### config.mk
export PLATFORM = sky130hd
export DESIGN_NAME = fanout_fork_ctrl
export DESIGN_NICKNAME = d
export VERILOG_FILES = /design/src/rtl/fanout_fork_ctrl.sv
export SDC_FILE = /design/constraint.sdc
export NUM_CORES = 1
export LEC_CHECK = 0
export CAP_MARGIN = 20
export CELL_PAD_IN_SITES_DETAIL_PLACEMENT = 0
export CELL_PAD_IN_SITES_GLOBAL_PLACEMENT = 1
export CORE_UTILIZATION = 34
export DETAILED_ROUTE_END_ITERATION = 7
export GPL_TIMING_DRIVEN = 0
export PLACE_DENSITY_LB_ADDON = 0.2
export SYNTH_ARGS = -nofsm -noshare
export SYNTH_HDL_FRONTEND = slang
export SYNTH_SLANG_ARGS = --single-unit
### constraint.sdc
create_clock -name clk -period 2.4 [get_ports clk]
set_input_delay 0.48 -clock clk [delete_from_list [all_inputs] [get_ports clk]]
set_output_delay 0.48 -clock clk [all_outputs]
set_load 0.05 [all_outputs]
### src/rtl/fanout_fork_ctrl.sv
// Eager fork: buffers one upstream token and broadcasts it to every enabled
// consumer. Each consumer takes the token independently. The buffer is freed
// once the last owed consumer has taken it.
module fanout_fork_ctrl #(
    parameter int NUM_OUT = 7,
    parameter int DATA_W  = 17,
    parameter int STALL_W = 16
) (
    input  logic               clk,
    input  logic               rst_n,
    input  logic               clk_en,
    input  logic               flush,
    input  logic               cfg_wr,
    input  logic [NUM_OUT-1:0] cfg_mask,
    output logic               cfg_err,
    input  logic [DATA_W-1:0]  in_data,
    input  logic               in_valid,
    output logic               in_ready,
    output logic [DATA_W-1:0]  out_data,
    output logic [NUM_OUT-1:0] out_valid,
    input  logic [NUM_OUT-1:0] out_ready,
    output logic               busy,
    output logic [STALL_W-1:0] stall_cnt
);

    logic [NUM_OUT-1:0] mask_q, mask_d;
    logic [NUM_OUT-1:0] pend_q, pend_d;
    logic               full_q, full_d;
    logic               cfg_err_q, cfg_err_d;
    logic [DATA_W-1:0]  data_q, data_d;
    logic [STALL_W-1:0] stall_q, stall_d;

    logic [NUM_OUT-1:0] take;
    logic               last;
    logic               accept;

    // A consumer sees valid only while it is still owed the buffered token.
    assign out_valid = {NUM_OUT{full_q}} & pend_q;
    assign take      = out_valid & out_ready;
    // Last: every consumer still owed the token takes it this cycle.
    assign last      = full_q & ((pend_q & ~take) == '0);
    // Combinational out_ready -> in_ready path gives back-to-back tokens.
    assign in_ready  = ~flush & (~full_q | last);
    assign accept    = in_valid & in_ready & clk_en;

    assign out_data  = data_q;
    assign busy      = full_q;
    assign stall_cnt = stall_q;
    assign cfg_err   = cfg_err_q;

    // Next-state: flush beats everything; a new token's pend load beats clears.
    always_comb begin
        mask_d    = mask_q;
        pend_d    = pend_q;
        full_d    = full_q;
        cfg_err_d = cfg_err_q;
        data_d    = data_q;
        stall_d   = stall_q;
        if (clk_en) begin
            cfg_err_d = 1'b0;
            if (flush) begin
                full_d  = 1'b0;
                pend_d  = '0;
                stall_d = '0;
            end else begin
                pend_d = pend_q & ~take;
                if (last) begin
                    full_d = 1'b0;
                end
                // With an empty mask the token is swallowed and nothing loads.
                if (accept && (mask_q != '0)) begin
                    data_d = in_data;
                    full_d = 1'b1;
                    pend_d = mask_q;
                end
                if (full_q && !last && (stall_q != '1)) begin
                    stall_d = stall_q + 1'b1;
                end
                // Mask may only change while no token is buffered or arriving.
                if (cfg_wr) begin
                    if (full_q || accept) begin
                        cfg_err_d = 1'b1;
                    end else begin
                        mask_d = cfg_mask;
                    end
                end
            end
        end
    end

    // State registers; reset drops any in-flight token immediately.
    always_ff @(posedge clk or negedge rst_n) begin
        if (!rst_n) begin
            mask_q    <= '0;
            pend_q    <= '0;
            full_q    <= 1'b0;
            cfg_err_q <= 1'b0;
            data_q    <= '0;
            stall_q   <= '0;
        end else begin
            mask_q    <= mask_d;
            pend_q    <= pend_d;
            full_q    <= full_d;
            cfg_err_q <= cfg_err_d;
            data_q    <= data_d;
            stall_q   <= stall_d;
        end
    end

endmodule

==> run_results.csv <==
group,metric,value,unit
die,die_x,88.33,µm
detailed_routing,wl_per_cell,15.08,µm
logic_synthesis,syn_area_per_cell,10.83,µm²
final_layout,multi_input_area,1229,µm²
detailed_routing,drt_iter0_drc,103,
final_layout,diodes,0,
final_layout,fillers,694,
final_layout,final_cell_mix,"clkdlybuf4s50_1 (62), dfrtp_1 (49), a21oi_1 (29)",
cts,worstSkewPairLatency,0.30,ns
final_layout,utilization,0.5104,
logic_synthesis,seq_area_frac_synth,0.4840,
global_routing,grt_first_pass_wirelength,10.48,mm
die,coreArea,7214,µm²
logic_synthesis,synth_edf_count,0,
power,power.density,1065,nW/µm²
place,dpl-instance-area,3455,µm²
cts,cts_tree,"done",
setup_path,crit_fanout,2,
place,port_buffers,78,
detailed_routing,via_per_inst,5.310,
setup_path,required,1.92,ns
logic_synthesis,synth-seq-cells,49,
place,gp_routability_congestion,0.7925,
logic_synthesis,synthCells,234,
logic_synthesis,yosysWarnings,0,
timing,whs,0.1267,ns
cts,cts.sinks,49,
final_layout,drive_above_1_share,0.2132,
setup_path,startpoint_type,"input pin",
timing,tightest_slew,0.6670,ns
power,finalPower,3.922,mW
flow_run,maxCapViolCount,0,
global_routing,antenna_found_initial,0,
detailed_routing,drtAntennaViolNets,0,
global_routing,grt_pass1_vias,2148,
setup_path,r2r-end,"out_data[12]",
cts,h-tree-depth,2,
logic_synthesis,synthArstFlopShare,1.000,
worst_hold_path,hold_path_class,"input pin to async pin",
logic_synthesis,synth_nets,272,
timing,slew_headroom,0.5519,
die,die_area,7801,µm²
timing,setup_viol,0,
final_layout,mostFrequentLayoutCell,"clkdlybuf4s50_1",
final_layout,seq_area,1226,µm²
setup_path,path_class,"input pin to primary output",
setup_path,arrival,1.89,ns
timing,rsz0062_at_grt,"true",
place,place_inst,412,
detailed_routing,vias,2294,
final_layout,final_cells,432,
logic_synthesis,synth_top_area_cell,"dfrtp_1",
power,p_leak,1.489,nW
die,rows,31,
detailed_routing,wl,6.513,mm
cts,clk_pin_slew,0.09,ns
logic_synthesis,synth_area_leaders,"dfrtp_1 (48%), mux2_4 (5.9%), a21oi_1 (5.7%)",
global_routing,track_usage,0.1743,
detailed_routing,first_pass_iters,4,
final_layout,area_delta_synth_final,45.33,%
timing,final_hold_viol_count,0,
die,num_io_pins,80,
cts,clock_path_buffers,2,
timing,finalCritPeriodShare,0.9858,
place,dp_hpwl,4.663,mm
final_layout,final_cell_area,3682,µm²
power,max-vdd-ir-drop,0.6403,mV
setup_path,ff2ff_path_depth,8,
status,status,"finished, final reports clean",
die,die_h,88.33,µm
setup_path,crit_path_end_kind,"primary output",
cts,cts_root_buf,"clkbuf_8",
die,start_util,0.3512,
logic_synthesis,yosysTopAreaCellShare,0.4840,
logic_synthesis,synthesis.area,2534,µm²
timing,skew,0.004925,ns
cts,cts_buffers,5,
logic_synthesis,ys_types,47,
timing,slew_violations,0,
setup_path,r2r_start,"pend_q[0]",
setup_path,ff2ff_setup_slack,0.14,ns
global_routing,grt_overflow,0,
timing,fmax,422.7,MHz
detailed_routing,drcViolationCount,0,
global_routing,grt_max_degree,32,
final_layout,fin_nets,370,
logic_synthesis,synth_ff_type,"dfrtp_1",
timing,fin_crit,2.366,ns
-- power breakdown --
group / internal [mW] / switching (mW) / leakage (nW) / total, mW
registers: 1.10 / 0.189 / 0.622 / 1.29
logic: 0.933 / 1.21 / 0.829 / 2.15
clock network: 0.206 / 0.282 / 0.0374 / 0.488
total: 2.24 / 1.68 / 1.49 / 3.92
-- synth_stat cells (all sizes together) (2+ instances only) --
master / instances
dfrtp: 49
a21oi: 29
mux2: 25
nand2: 13
o21ai: 12
and2: 10
nor2: 8
or4: 8
buf: 7
or3: 7
a221o: 6
inv: 6
nand3: 6
o31ai: 6
nand4: 5
nor2b: 5
nor3: 4
clkbuf: 3
nor4: 3
and4: 2
-- logic make-up (layout without fill, tap and decap cells) --
logic type | Yosys count | after routing | synth area share
buffers and inverters | 17 | 116 | 0.04197
multiplexers | 26 | 26 | 0.1299
flip-flops | 49 | 49 | 0.4840
adder cells (fa/ha/maj) | 1 | 1 | 0.004937
AND/OR/NAND/NOR | 77 | 77 | 0.1758
AO/OA/AOI/OAI | 64 | 64 | 0.1635
-- metrics by stage --
| step | worst slack [ns] | TNS [ns] |
|---|---|---|
| after detailed placement | -1.065 | -17.43 |
| after CTS | 0.003886 | 0 |
| after floorplan | 0.05558 | 0 |
| after global routing | -0.01748 | -0.01748 |
| final | 0.03412 | 0 |
| after global placement | -1.063 | -53.85 |
-- layout make-up --
cell class	count	share of cell area
inverter	7	0.007475
tap	99	0.03364
sequential	49	0.3330
clock inverter	2	0.004077
buffer	10	0.02209
clock buffer	6	0.01971
timing repair buffer	91	0.2463
multi-input combinational	168	0.3337
-- per-layer routing --
metal  vias up  GRT usage  wire length (µm)
met2        69     0.2818              3121
met1      1139     0.2353              3019
li1       1080          -                 -
met3         6    0.03638               311
met4         0    0.05279                60
met5         -          0                 0
-- registers in the layout, indices dropped and copies added (netlist names) --
signal	cells
busy	1
stall_cnt	16
cfg_err	1
mask_q	7
pend_q	7
out_data	17
-- critical path: stages --
cell             delay, ns
clkdlybuf4s50_1       0.49
nor2b_1               0.08
or3_4                 0.35
o21ai_4               0.18
and2_4                0.17
buf_8                 0.13
-- worst max-delay path by stage --
stage / start / end / depth (start not counted)
2_1_floorplan: busy / out_data[12] / 7
3_3_place_gp: out_ready[0] / in_ready / 6
3_5_place_dp: out_ready[0] / in_ready / 6
4_1_cts: out_ready[4] / in_ready / 6
5_1_grt: pend_q[0] / in_ready / 5
6_report: out_ready[2] / in_ready / 6
-- repair_timing --
action                     4_1_cts  5_1_grt
buffers inserted                 3        9
resized for setup               37       11
hold endpoints to repair         0        0
pin swaps                        3        3
hold buffers                     0        0
setup endpoints to repair       30       28
(Power assumes the default switching activity.)
